`config.mk`:
```
export PLATFORM = sky130hd
export DESIGN_NAME = gain_sweep_ctrl_flat
export DESIGN_NICKNAME = d
export VERILOG_FILES = /design/src/rtl/gain_sweep_pkg.sv /design/src/rtl/gain_sweep_ctrl_if.sv /design/src/rtl/gain_sweep_ctrl_settle_timer.sv /design/src/rtl/gain_sweep_ctrl.sv /design/src/flat_wrapper.sv
export SDC_FILE = /design/constraint.sdc
export NUM_CORES = 1
export LEC_CHECK = 0
export ABC_CLOCK_PERIOD_IN_PS = 2200
export CAP_MARGIN = 20
export CORE_MARGIN = 3
export CORE_UTILIZATION = 26
export CTS_BUF_LIST = sky130_fd_sc_hd__clkbuf_4
export DETAILED_ROUTE_END_ITERATION = 7
export PLACE_DENSITY = 0.49
export SLEW_MARGIN = 10
export SYNTH_ARGS = -nofsm -noshare
export SYNTH_HDL_FRONTEND = slang
export SYNTH_HIERARCHICAL = 1
export SYNTH_SLANG_ARGS = --single-unit
```
`constraint.sdc`:
```
create_clock -name clk -period 2.2 [get_ports clk]
set_input_delay 0.22 -clock clk [delete_from_list [all_inputs] [get_ports clk]]
set_output_delay 0.22 -clock clk [all_outputs]
set_load 0.01 [all_outputs]
```
`src/rtl/gain_sweep_pkg.sv`:
```
// Shared types and default widths for the gain-sweep sequencer.
package gain_sweep_pkg;

   localparam int DAC_W    = 8;
   localparam int ADC_W    = 12;
   localparam int SETTLE_W = 16;
   localparam int AVG_LOG2 = 2;

   typedef enum logic [2:0] {
      IDLE,
      LOAD,
      SETTLE,
      CONV,
      OUT,
      FIN
   } state_t;

endpackage

```
`src/rtl/gain_sweep_ctrl_if.sv`:
```
// Front-end bundle: bias DAC drive, ADC request/ack and the result stream.
interface gain_sweep_ctrl_if #(
   parameter int DAC_W = gain_sweep_pkg::DAC_W,
   parameter int ADC_W = gain_sweep_pkg::ADC_W
);

   logic [DAC_W-1:0] dac_code;
   logic             dac_load;
   logic             adc_req;
   logic             adc_ack;
   logic [ADC_W-1:0] adc_data;
   logic             res_valid;
   logic             res_ready;
   logic [DAC_W-1:0] res_code;
   logic [ADC_W-1:0] res_data;

   // Sequencer side
   modport master (
      output dac_code, dac_load, adc_req, res_valid, res_code, res_data,
      input  adc_ack, adc_data, res_ready
   );

   // Analog front end / result consumer side
   modport slave (
      input  dac_code, dac_load, adc_req, res_valid, res_code, res_data,
      output adc_ack, adc_data, res_ready
   );

endinterface

```
`src/rtl/gain_sweep_ctrl_settle_timer.sv`:
```
// Loadable down-counter that stops at zero; flags when the RC load has settled.
module settle_timer #(
   parameter int SETTLE_W = gain_sweep_pkg::SETTLE_W
) (
   input  logic                clk,
   input  logic                rst_n,
   input  logic                i_load,
   input  logic [SETTLE_W-1:0] i_load_val,
   output logic                o_zero
);

   logic [SETTLE_W-1:0] r_cnt;

   // Load on request, otherwise count down and park at zero
   always_ff @(posedge clk or negedge rst_n) begin
      if (!rst_n) begin
         r_cnt <= '0;
      end else if (i_load) begin
         r_cnt <= i_load_val;
      end else if (r_cnt != '0) begin
         r_cnt <= r_cnt - SETTLE_W'(1);
      end
   end

   assign o_zero = (r_cnt == '0);

endmodule

```
`src/rtl/gain_sweep_ctrl.sv`:
```
// Gain-sweep sequencer: steps the bias DAC, waits for settling, averages
// 2^AVG_LOG2 ADC samples per point and streams one result per point.
module gain_sweep_ctrl #(
   parameter int DAC_W    = gain_sweep_pkg::DAC_W,
   parameter int ADC_W    = gain_sweep_pkg::ADC_W,
   parameter int SETTLE_W = gain_sweep_pkg::SETTLE_W,
   parameter int AVG_LOG2 = gain_sweep_pkg::AVG_LOG2
) (
   input  logic                clk,
   input  logic                rst_n,
   input  logic                start,
   input  logic                abort,
   input  logic [DAC_W-1:0]    cfg_first,
   input  logic [DAC_W-1:0]    cfg_step,
   input  logic [DAC_W-1:0]    cfg_points,
   input  logic [SETTLE_W-1:0] cfg_settle,
   output logic                busy,
   output logic                done,
   gain_sweep_ctrl_if.master   fe
);

   import gain_sweep_pkg::*;

   localparam int ACC_W = ADC_W + AVG_LOG2;
   localparam int CNT_W = AVG_LOG2 + 1;
   localparam logic [CNT_W-1:0] LAST_SMP = CNT_W'((1 << AVG_LOG2) - 1);

   state_t              r_state;
   state_t              w_nxt;

   // captured configuration and sweep progress
   logic [DAC_W-1:0]    r_code;
   logic [DAC_W-1:0]    r_cfg_step;
   logic [DAC_W-1:0]    r_pts_left;
   logic [SETTLE_W-1:0] r_cfg_settle;
   logic [ACC_W-1:0]    r_acc;
   logic [CNT_W-1:0]    r_smp_cnt;

   // registered outputs
   logic [DAC_W-1:0]    r_dac_code;
   logic                r_dac_load;
   logic                r_adc_req;
   logic                r_res_valid;
   logic [DAC_W-1:0]    r_res_code;
   logic [ADC_W-1:0]    r_res_data;
   logic                r_busy;
   logic                r_done;

   logic                w_settle_load;
   logic                w_settle_zero;
   logic                w_accept;
   logic                w_last_ack;
   logic                w_hold_out;

   // Average is a plain truncating right shift of the sample sum
   function automatic logic [ADC_W-1:0] avg_trunc(input logic [ACC_W-1:0] acc);
      return acc[ACC_W-1:AVG_LOG2];
   endfunction

   assign w_settle_load = (r_state == LOAD);
   assign w_accept      = (r_state == OUT) && r_res_valid && fe.res_ready;
   assign w_last_ack    = (r_state == CONV) && fe.adc_ack && (r_smp_cnt == LAST_SMP);
   assign w_hold_out    = (r_state == OUT) && (w_nxt == OUT);

   settle_timer #(
      .SETTLE_W (SETTLE_W)
   ) u_settle (
      .clk        (clk),
      .rst_n      (rst_n),
      .i_load     (w_settle_load),
      .i_load_val (r_cfg_settle),
      .o_zero     (w_settle_zero)
   );

   // State register
   always_ff @(posedge clk or negedge rst_n) begin
      if (!rst_n) begin
         r_state <= IDLE;
      end else begin
         r_state <= w_nxt;
      end
   end

   // Next-state logic; abort overrides everything outside IDLE
   always_comb begin
      w_nxt = r_state;
      case (r_state)
         IDLE:    if (start) w_nxt = (cfg_points == '0) ? FIN : LOAD;
         LOAD:    w_nxt = SETTLE;
         SETTLE:  if (w_settle_zero) w_nxt = CONV;
         CONV:    if (w_last_ack) w_nxt = OUT;
         OUT:     if (w_accept) w_nxt = (r_pts_left > DAC_W'(1)) ? LOAD : FIN;
         FIN:     w_nxt = IDLE;
         default: w_nxt = IDLE;
      endcase
      if (abort && (r_state != IDLE)) begin
         w_nxt = IDLE;
      end
   end

   // Config capture, point stepping and sample accumulation
   always_ff @(posedge clk or negedge rst_n) begin
      if (!rst_n) begin
         r_code       <= '0;
         r_cfg_step   <= '0;
         r_pts_left   <= '0;
         r_cfg_settle <= '0;
         r_acc        <= '0;
         r_smp_cnt    <= '0;
      end else begin
         if ((r_state == IDLE) && start) begin
            r_code       <= cfg_first;
            r_cfg_step   <= cfg_step;
            r_pts_left   <= cfg_points;
            r_cfg_settle <= cfg_settle;
         end
         if (r_state == LOAD) begin
            r_acc     <= '0;
            r_smp_cnt <= '0;
         end else if ((r_state == CONV) && fe.adc_ack) begin
            r_acc     <= r_acc + ACC_W'(fe.adc_data);
            r_smp_cnt <= r_smp_cnt + CNT_W'(1);
         end
         if (w_accept && !abort) begin
            r_code     <= r_code + r_cfg_step;
            r_pts_left <= r_pts_left - DAC_W'(1);
         end
      end
   end

   // Output registers; an abort clears the live strobes on the same edge
   always_ff @(posedge clk or negedge rst_n) begin
      if (!rst_n) begin
         r_dac_code  <= '0;
         r_dac_load  <= 1'b0;
         r_adc_req   <= 1'b0;
         r_res_valid <= 1'b0;
         r_res_code  <= '0;
         r_res_data  <= '0;
         r_busy      <= 1'b0;
         r_done      <= 1'b0;
      end else begin
         r_dac_load  <= (r_state == LOAD) && !abort;
         r_adc_req   <= (w_nxt == CONV);
         r_res_valid <= w_hold_out;
         r_busy      <= (r_state != IDLE) && !abort;
         r_done      <= (r_state == FIN) && !abort;
         if ((r_state == LOAD) && !abort) begin
            r_dac_code <= r_code;
         end
         if (w_hold_out) begin
            r_res_code <= r_code;
            r_res_data <= avg_trunc(r_acc);
         end
      end
   end

   assign fe.dac_code  = r_dac_code;
   assign fe.dac_load  = r_dac_load;
   assign fe.adc_req   = r_adc_req;
   assign fe.res_valid = r_res_valid;
   assign fe.res_code  = r_res_code;
   assign fe.res_data  = r_res_data;
   assign busy         = r_busy;
   assign done         = r_done;

endmodule

```
`src/flat_wrapper.sv`:
```
// flat-port wrapper written by rule: the top's interface ports become plain ports
module gain_sweep_ctrl_flat import gain_sweep_pkg::*;
#(
   parameter int DAC_W    = gain_sweep_pkg::DAC_W,
   parameter int ADC_W    = gain_sweep_pkg::ADC_W,
   parameter int SETTLE_W = gain_sweep_pkg::SETTLE_W,
   parameter int AVG_LOG2 = gain_sweep_pkg::AVG_LOG2
)
  (clk, rst_n, start, abort, cfg_first, cfg_step, cfg_points, cfg_settle, busy, done, fe_dac_code, fe_dac_load, fe_adc_req, fe_res_valid, fe_res_code, fe_res_data, fe_adc_ack, fe_adc_data, fe_res_ready);
  gain_sweep_ctrl_if #(.DAC_W(DAC_W), .ADC_W(ADC_W)) fe_i ();
  input  logic clk;
  input  logic rst_n;
  input  logic start;
  input  logic abort;
  input  logic [DAC_W-1:0] cfg_first;
  input  logic [DAC_W-1:0] cfg_step;
  input  logic [DAC_W-1:0] cfg_points;
  input  logic [SETTLE_W-1:0] cfg_settle;
  output logic busy;
  output logic done;
  output wire logic [$bits(fe_i.dac_code)-1:0] fe_dac_code;
  output wire logic [$bits(fe_i.dac_load)-1:0] fe_dac_load;
  output wire logic [$bits(fe_i.adc_req)-1:0] fe_adc_req;
  output wire logic [$bits(fe_i.res_valid)-1:0] fe_res_valid;
  output wire logic [$bits(fe_i.res_code)-1:0] fe_res_code;
  output wire logic [$bits(fe_i.res_data)-1:0] fe_res_data;
  input wire logic [$bits(fe_i.adc_ack)-1:0] fe_adc_ack;
  input wire logic [$bits(fe_i.adc_data)-1:0] fe_adc_data;
  input wire logic [$bits(fe_i.res_ready)-1:0] fe_res_ready;
  assign fe_dac_code = fe_i.dac_code;
  assign fe_dac_load = fe_i.dac_load;
  assign fe_adc_req = fe_i.adc_req;
  assign fe_res_valid = fe_i.res_valid;
  assign fe_res_code = fe_i.res_code;
  assign fe_res_data = fe_i.res_data;
  assign fe_i.adc_ack = fe_adc_ack;
  assign fe_i.adc_data = fe_adc_data;
  assign fe_i.res_ready = fe_res_ready;
  gain_sweep_ctrl #(.DAC_W(DAC_W), .ADC_W(ADC_W), .SETTLE_W(SETTLE_W), .AVG_LOG2(AVG_LOG2)) u_core (.clk(clk), .rst_n(rst_n), .start(start), .abort(abort), .cfg_first(cfg_first), .cfg_step(cfg_step), .cfg_points(cfg_points), .cfg_settle(cfg_settle), .busy(busy), .done(done), .fe(fe_i));
endmodule
```
==> summary by stage, run 1 <==
Worst setup path
The slowest stage of the critical path is the sky130_fd_sc_hd__dfrtp_1 cell. The critical path class is reg2reg. In this run the worst path has a maximum fanout of 4. The startpoint kind of the worst setup timing path is a flop.

The count of buffer and inverter cells on the critical path is 0. Data arrives at the worst endpoint at 2.50 ns. The cell family contributing the most delay on the critical path is compound AO/OA/AOI/OAI gates. The worst path required time is 2.61 ns. The critical path goes through ha_1 > a211oi_2 > o21ai_0 > and4_1 > o31a_1 > a221o_1. The worst setup path is captured at a flop. The largest stage delay on the critical path is 0.45 ns. The register-to-register setup slack is 0.11 ns.

Yosys
The synthesized netlist devotes 24.2% of its cell area to simple gates. In the post-synthesis netlist, the biggest area contributors are sky130_fd_sc_hd__dfrtp_1 (48%), sky130_fd_sc_hd__nand2_1 (11%), sky130_fd_sc_hd__ha_1 (5.2%), sky130_fd_sc_hd__o21ai_0 (2.5%), sky130_fd_sc_hd__a21oi_1 (2.0%). Of the total synthesized cell area, the portion taken by full adders, half adders and majority gates is 5.94%. The Yosys step of the flow raised 6 warnings. The share of the synthesized netlist area taken by xor and xnor gates is 2.14%. The number of register bits inferred by synthesis is 109. By area, the combinational part of the netlist is dominated by simple AND/OR/NAND/NOR gates. The commonest cells after synthesis are sky130_fd_sc_hd__nand2_1 (175), sky130_fd_sc_hd__dfrtp_1 (109), sky130_fd_sc_hd__o21ai_0 (29).

The synthesized instance count is 611. The compound-cell area share of the yosys netlist is 14.5%. Summed over all instances, the cell type with the most area after synthesis is sky130_fd_sc_hd__dfrtp_1.

The library cell with the highest instance count after synthesis is sky130_fd_sc_hd__nand2_1. The number of unique standard cell types used by synthesis is 66. The sequential share of the synthesized area is 47.6%. The mux cell area share after synthesis is 2.45%.

After synthesis, the mean cell area works out to 9.37 µm². Of the post-synthesis cell area, the dominant cell type holds 47.6%. Synthesis produced a netlist with a net count of 695. The fraction of synthesis flops using an asynchronous set or reset pin is 100%. The number of enable flip-flop cells after synthesis is 0. In this run the cell area of the synthesized design comes to 0.00573 mm². The dominant synthesized flop cell is sky130_fd_sc_hd__dfrtp_1.

Finish
The layout has 2184 filler cells. Leaving out filler cells and counting taps, the final layout contains 1002. The net count reported at finish is 804.

In the final layout, flip-flops and latches occupy 0.00273 mm². The share of cells above drive strength 1 is 10.5%. Once layout is complete, the utilization of the core stands at 34.3%. The area occupied by multi-input gates is 0.00283 mm². The finished cells cover 0.00732 mm². Compared with the post-synthesis result, the final layout area differs by 27.8%.

Power and ir drop
In this run the power density over the cells is 1080 mW/mm². The share of total power dissipated in combinational logic is 42.3%. The fraction of power consumed by sequential logic is 42.2%. Across the VDD grid, the largest voltage drop is 0.388 mV. In this run the power spent charging and discharging nets is 0.00311 W.

The leakage power summed over all cells is 3.31 nW. The share of power burned in the clock network is 15.5%. The internal power is 0.00479 W. In this run switching power makes up 39.4% of total power.

Detailed routing
In this run, the number of DRC markers left after iteration 0 of detailed routing was 399. Detailed routing inserted a total of 4803 vias. The average wire length per cell after detail routing is 15.7 µm. In this run the remaining antenna-violating nets after routing total 0. The first-pass iteration count of the detailed router is 5. The via count normalized by instance count is 4.79. Wires add up to 15700 µm. The remaining routing DRC violations is 0.

Clocking
Counting along the longest clock path gives a buffer depth of 2. The number of sinks handled by clock tree synthesis is 109. The clock-pin transition on the worst setup and hold timing paths is 0.20 ns. The root buffer cell is sky130_fd_sc_hd__clkbuf_4.

The number of CTS-inserted buffers is 9. At the later pin of the worst-skew pair, clock insertion delay measures 0.52 ns. TritonCTS built the clock tree. In this run the number of H-tree levels came out at 3.

Global routing
For this run the aggregate overflow at the end of global routing stands at 0. Global routing consumed, over all layers together, 13.4% of the routing resources. The maximum number of pins on one net before global-route repair is 43.

The first-pass GRT wire length is 25700 µm. The initial antenna violation count was 2. The number of global-route vias before repair came to 4870.

STA
For this run, the top clock speed supported by timing is 479 MHz. Summed over all failing endpoints, the final setup total negative slack is 0 ns. The worst relative slew slack is 53.6%.

The final worst clock skew is 0.0294 ns. Setup violations remaining at the end of the flow were counted as 0. The number of pins exceeding their max-slew limit in the final report is 0. At the pin with the least slew margin, the transition time is 0.696 ns. Setup repair after global routing left no endpoint under its margin. On the final layout, the worst hold slack is 0.205 ns. The final critical delay including setup and external delays is 2.09 ns. The final count of hold timing violations is 0. The post-route fraction of the period consumed by the critical path is 94.9%.

Placed design
The placed instances occupy a cell area of 0.00711 mm². In this run the tool buffered the top-level ports with 90 buffer cells. After detailed placement, the design holds a cell count of 982.

The congestion estimate from routability-driven global placement came to 0.832. The HPWL after detailed placement is 11600 µm.

Floorplanning
The die is 154 µm wide. The height of the die is 154 µm. The floorplan die area is 0.0238 mm². The floorplan step defined a core boundary enclosing 0.0214 mm².

The number of standard-cell rows in the floorplan is 53. The initial cell density of the core is 26.8%. The boundary pin count is 91.

Outcome
The run finished with clean final reports.

Min path
The path category of the worst min-delay check is in2reg.

Flow run
The number of max-cap violations is 0.
## power groups by stage
stage | Combinational (W) | Clock (W) | Sequential [W]
CTS | 0.00333 | 0.00129 | 0.00333
global route | 0.00376 | 0.00136 | 0.00343
finish | 0.00335 | 0.00122 | 0.00333
global placement | 0.00322 | 0 | 0.00335
detailed placement | 0.00331 | 0 | 0.00337
floorplan | 0.00231 | 0 | 0.00321
## kinds of logic (layout without fill, tap and decap cells)
kind of cell    Yosys count  in the layout
other cells               0              2
compound gates          119            119
flops                   109            109
xor+xnor                 14             14
mux                      13             13
simple gates            289            289
fa+ha+maj                26             26
buf+inv                  41            155
## worst min-delay path: stages
cell,delay (ns)
sky130_fd_sc_hd__clkdlybuf4s50_1,0.40
sky130_fd_sc_hd__nand2_1,0.06
sky130_fd_sc_hd__nand2_1,0.04
## path summary, 6_finish.rpt
check / endpoint / cells past startpoint / from
min in group asynchronous: u_core/fe.res_code[5] / 2 / rst_n
max in group asynchronous: u_core/r_cfg_settle[4] / 3 / rst_n
worst max-delay path: u_core/r_code[7] / 6 / u_core/r_code[1]
worst min register to register: u_core/fe.res_data[3] / 2 / u_core/fe.res_data[3]
worst max register to register: u_core/r_code[7] / 6 / u_core/r_code[1]
worst min-delay path: u_core/r_cfg_step[2] / 3 / cfg_step[2]
## metrics by stage
| stage | total power (W) | worst slack [ns] |
|---|---|---|
| floorplan | 0.00551 | 0.250 |
| global placement | 0.00658 | -0.120 |
| detailed placement | 0.00668 | -0.221 |
| CTS | 0.00795 | 0.00898 |
| global route | 0.00856 | 0.00155 |
| finish | 0.00790 | 0.112 |
## final cells by class
type / instances / share of cell area (%)
Antenna cell: 2 / 0.0684
Clock inverter: 7 / 1.47
Multi-Input combinational cell: 461 / 38.7
Inverter: 15 / 0.769
Sequential cell: 109 / 37.3
Tap cell: 275 / 4.70
Timing Repair Buffer: 124 / 16.1
Clock buffer: 9 / 0.923
## registers in the layout, indices dropped and copies added, names as in the netlist
signal and flops:
u_core/fe.res_data 12, u_core/r_cfg_step 8, u_core/done 1, u_core/fe.res_valid 1
u_core/fe.res_code 8, u_core/fe.dac_load 1, u_core/fe.dac_code 8, u_core/u_settle/r_cnt 16
u_core/fe.adc_req 1, u_core/busy 1, u_core/r_state 3, u_core/r_code 8
u_core/r_cfg_settle 16, u_core/r_acc 14, u_core/r_smp_cnt 3, u_core/r_pts_left 8
## layer usage
layer | track usage [%] | wire, µm | vias up
met5 | 0 | 0 | -
met3 | 2.46 | 821 | 19
met1 | 18.1 | 7250 | 2314
li1 | - | - | 2358
met2 | 21.2 | 7280 | 112
met4 | 5.38 | 355 | 0
## what timing repair did
item	CTS	global route
pin swaps	0	1
gates resized for setup	1	4
setup endpoints to repair	4	2
setup buffers	0	1
hold buffers	1	0
hold endpoints to repair	39	0
## cell usage in the layout, fill, tap and decap left out, types with 8 or more instances in the layout
master,n
sky130_fd_sc_hd__nor3_1,12
sky130_fd_sc_hd__inv_1,14
sky130_fd_sc_hd__nor2_1,27
sky130_fd_sc_hd__mux2_2,8
sky130_fd_sc_hd__dfrtp_1,109
sky130_fd_sc_hd__clkbuf_4,9
sky130_fd_sc_hd__nand2_1,175
sky130_fd_sc_hd__xnor2_1,12
sky130_fd_sc_hd__clkdlybuf4s50_1,89
sky130_fd_sc_hd__buf_4,32
sky130_fd_sc_hd__nand2b_1,11
sky130_fd_sc_hd__o21ai_0,28
sky130_fd_sc_hd__ha_1,24
sky130_fd_sc_hd__a21oi_1,23
Note: power is estimated with default switching activity, not from simulation.
==> run 2: changes to the inputs <==
ABC_CLOCK_PERIOD_IN_PS = default   (was 2200)
CTS_BUF_LIST = sky130_fd_sc_hd__clkbuf_16   (was sky130_fd_sc_hd__clkbuf_4)
==> summary by stage, run 2 (synthesis results as in run 1) <==
Power and ir drop
The overall power consumption is 0.00851 W. The leakage power summed over all cells is 3.37 nW. The maximum vdd drop is 0.400 mV.

In this run the power density over the cells is 1140 mW/mm².

Floorplanning
The die is 154 µm wide. After floorplanning, the core was sized to cover 0.0214 mm². The boundary pin count is 91. In this run the core area contains 53 standard-cell rows. The height of the die is 154 µm.

The die covers 0.0238 mm². The initial cell density of the core is 26.8%.

Clocking
The later pin in the worst-skew pair is clocked with a latency of 0.36 ns. Counting along the longest clock path gives a buffer depth of 2. The clock net in this run drives a total of 109 sinks. The root buffer cell is sky130_fd_sc_hd__clkbuf_16. The H-tree was split into 3 levels.

TritonCTS created 9 clock buffers. After clock tree synthesis, the clock-pin slew on the worst setup and hold paths is 0.08 ns. TritonCTS built the clock tree.

Global routing
The overall overflow remaining after global route is 0. The initial antenna violation count is 1. Global routing consumed, over all layers together, 13.4% of the routing resources.

Entering global routing, the biggest net connects 43 pins. The number of global-route vias before repair was 4893. The first global-routing pass estimated 25800 µm of wire.

Worst setup path
The depth of the critical timing path with buffers and inverters included is 8. Data on the critical path arrives at its endpoint at 2.34 ns. Broken down by cell family, the worst path's largest delay share belongs to compound AO/OA/AOI/OAI gates.

For the worst setup path, the data required time is 2.45 ns. The count of buffer and inverter cells on the critical path is 1. The slowest cell on the critical path is sky130_fd_sc_hd__dfrtp_1. The worst-case reg-to-reg path depth is 8. The worst setup path is captured at a flop.

STA classifies the critical path startpoint as a flop. The highest fanout seen on the critical path is 4. For this run, the slowest stage of the critical path takes 0.40 ns. By startpoint and endpoint, the worst setup path is classified as reg2reg. The signal on the critical path passes through ha_1 > inv_1 > fa_1 > nor2b_2 > o31ai_4 > a21boi_0 > or3_1 > a32o_1.

Finish
Leaving out fill and tap cells, the most frequent cell in the layout is sky130_fd_sc_hd__nand2_1. After the flow finishes, the layout carries non-filler instances totaling 1001. From synthesis to final layout, the design area changed by 30.5%. Cells with a size suffix above 1 make up 10.5% of the layout. The net count reported at finish is 804. Once layout is done, the placed cells without fillers occupy 0.00748 mm². The largest registers in the layout are u_core/r_cfg_settle (16), u_core/u_settle/r_cnt (16), u_core/r_acc (14).

In the layout the commonest cells are sky130_fd_sc_hd__nand2_1 (175), sky130_fd_sc_hd__dfrtp_1 (109), sky130_fd_sc_hd__clkdlybuf4s50_1 (89).

Detailed routing
In the final routed layout, each cell accounts on average for 15.7 µm. The post-detailed-route count of antenna-violating nets is 0. The first-pass iteration count of the detailed router is 5. The final layout contains routed wiring with a total length of 15700 µm. Across all layers, the routed design uses 4819 vias. The starting DRC count in detailed routing is 378. After detailed routing, the number of remaining DRC violations is 0.

Dividing the detail-routed via count by the number of cells gives 4.81.

STA
The worst hold slack after final layout is 0.388 ns. Timing would allow up to 479 MHz. Setup violations remaining at the end of the flow were counted as 0. The final worst clock skew is 0.0104 ns. The final count of hold timing violations is 0. After layout, the worst path uses 94.9% of the clock period. Counting I/O delays and the setup requirement, the final critical path takes 2.09 ns. Setup slack on the critical path of the routed design comes to 0.112 ns. Headroom to the max-slew limit came out at 53.3%. The number of pins exceeding their max-slew limit in the final report is 0. For the pin with the worst max-slew slack, the measured transition is 0.699 ns.

Placed design
The half-perimeter wire length after placement is 11600 µm. In this run the cell area measured after placement is 0.00711 mm². The worst-case setup slack after placement is -0.221 ns. Port buffering added 90 buffers. The number of placed instances, taps included is 982. At the end of routability-driven placement, the weighted congestion stood at 0.832.

Outcome
The flow ran to the end, and the final reports show no timing, DRC or antenna violations.

Min path
The path category of the worst min-delay check is in2reg. The hold-critical path depth is 3.

Flow run
The number of max-cap violations is 0.
==> run 2: report_power, final <==
group / internal (W) / switching, W
logic: 0.00162 / 0.00172
registers: 0.00270 / 0.000644
clock network: 0.00102 / 0.000807
total: 0.00534 / 0.00317
==> run 2: final timing paths <==
path,from,to,slack (ns)
worst max register to register,u_core/r_acc[0],u_core/r_acc[6],0.11
worst min-delay path,cfg_step[2],u_core/r_cfg_step[2],0.39
worst max-delay path,u_core/r_acc[0],u_core/r_acc[6],0.11
min in group asynchronous,rst_n,u_core/fe.res_data[1],0.43
worst min register to register,u_core/fe.res_data[3],u_core/fe.res_data[3],0.48
max in group asynchronous,rst_n,u_core/u_settle/r_cnt[8],1.05
==> run 2: timing repair <==
item / 4_1_cts / 5_1_grt
endpoints found under the setup margin: 2 / 2
resized for setup: 1 / 3
pin swaps: 0 / 1
hold buffers: 1 / 0
cloned: 0 / 0
buffers inserted: 0 / 1
hold endpoints to repair: 39 / 0
==> run 2: cell type report <==
type	count	area [µm²]
Antenna cell	1	2.50
Clock buffer	9	225
Clock inverter	7	108
Fill cell	2168	13900
Inverter	15	56.3
Multi-Input combinational cell	461	2830
Sequential cell	109	2730
Tap cell	275	344
Timing Repair Buffer	124	1180
==> run 2: through the flow <==
stage | TNS (ns) | utilization (%)
2_1_floorplan | 0 | -
3_3_place_gp | -0.168 | 33.3
3_5_place_dp | -0.446 | 33.3
4_1_cts | 0 | 34.9
5_1_grt | -0.00595 | 35.0
6_report | 0 | 35.0
==> run 2: worst register-to-register path: stages (launching register included) <==
cell	delay (ns)
sky130_fd_sc_hd__dfrtp_1	0.40
sky130_fd_sc_hd__ha_1	0.21
sky130_fd_sc_hd__inv_1	0.07
sky130_fd_sc_hd__fa_1	0.20
sky130_fd_sc_hd__nor2b_2	0.07
sky130_fd_sc_hd__o31ai_4	0.26
sky130_fd_sc_hd__a21boi_0	0.19
sky130_fd_sc_hd__or3_1	0.34
sky130_fd_sc_hd__a32o_1	0.25
==> run 2: metal layers <==
layer  vias up  part of all wire, %  GRT usage, %
li1       2361                    -             -
met1      2320                   46          18.0
met2       122                   47          21.3
met3        16                  5.3          2.88
met4         0                  1.7          5.00
met5         -                    0             0
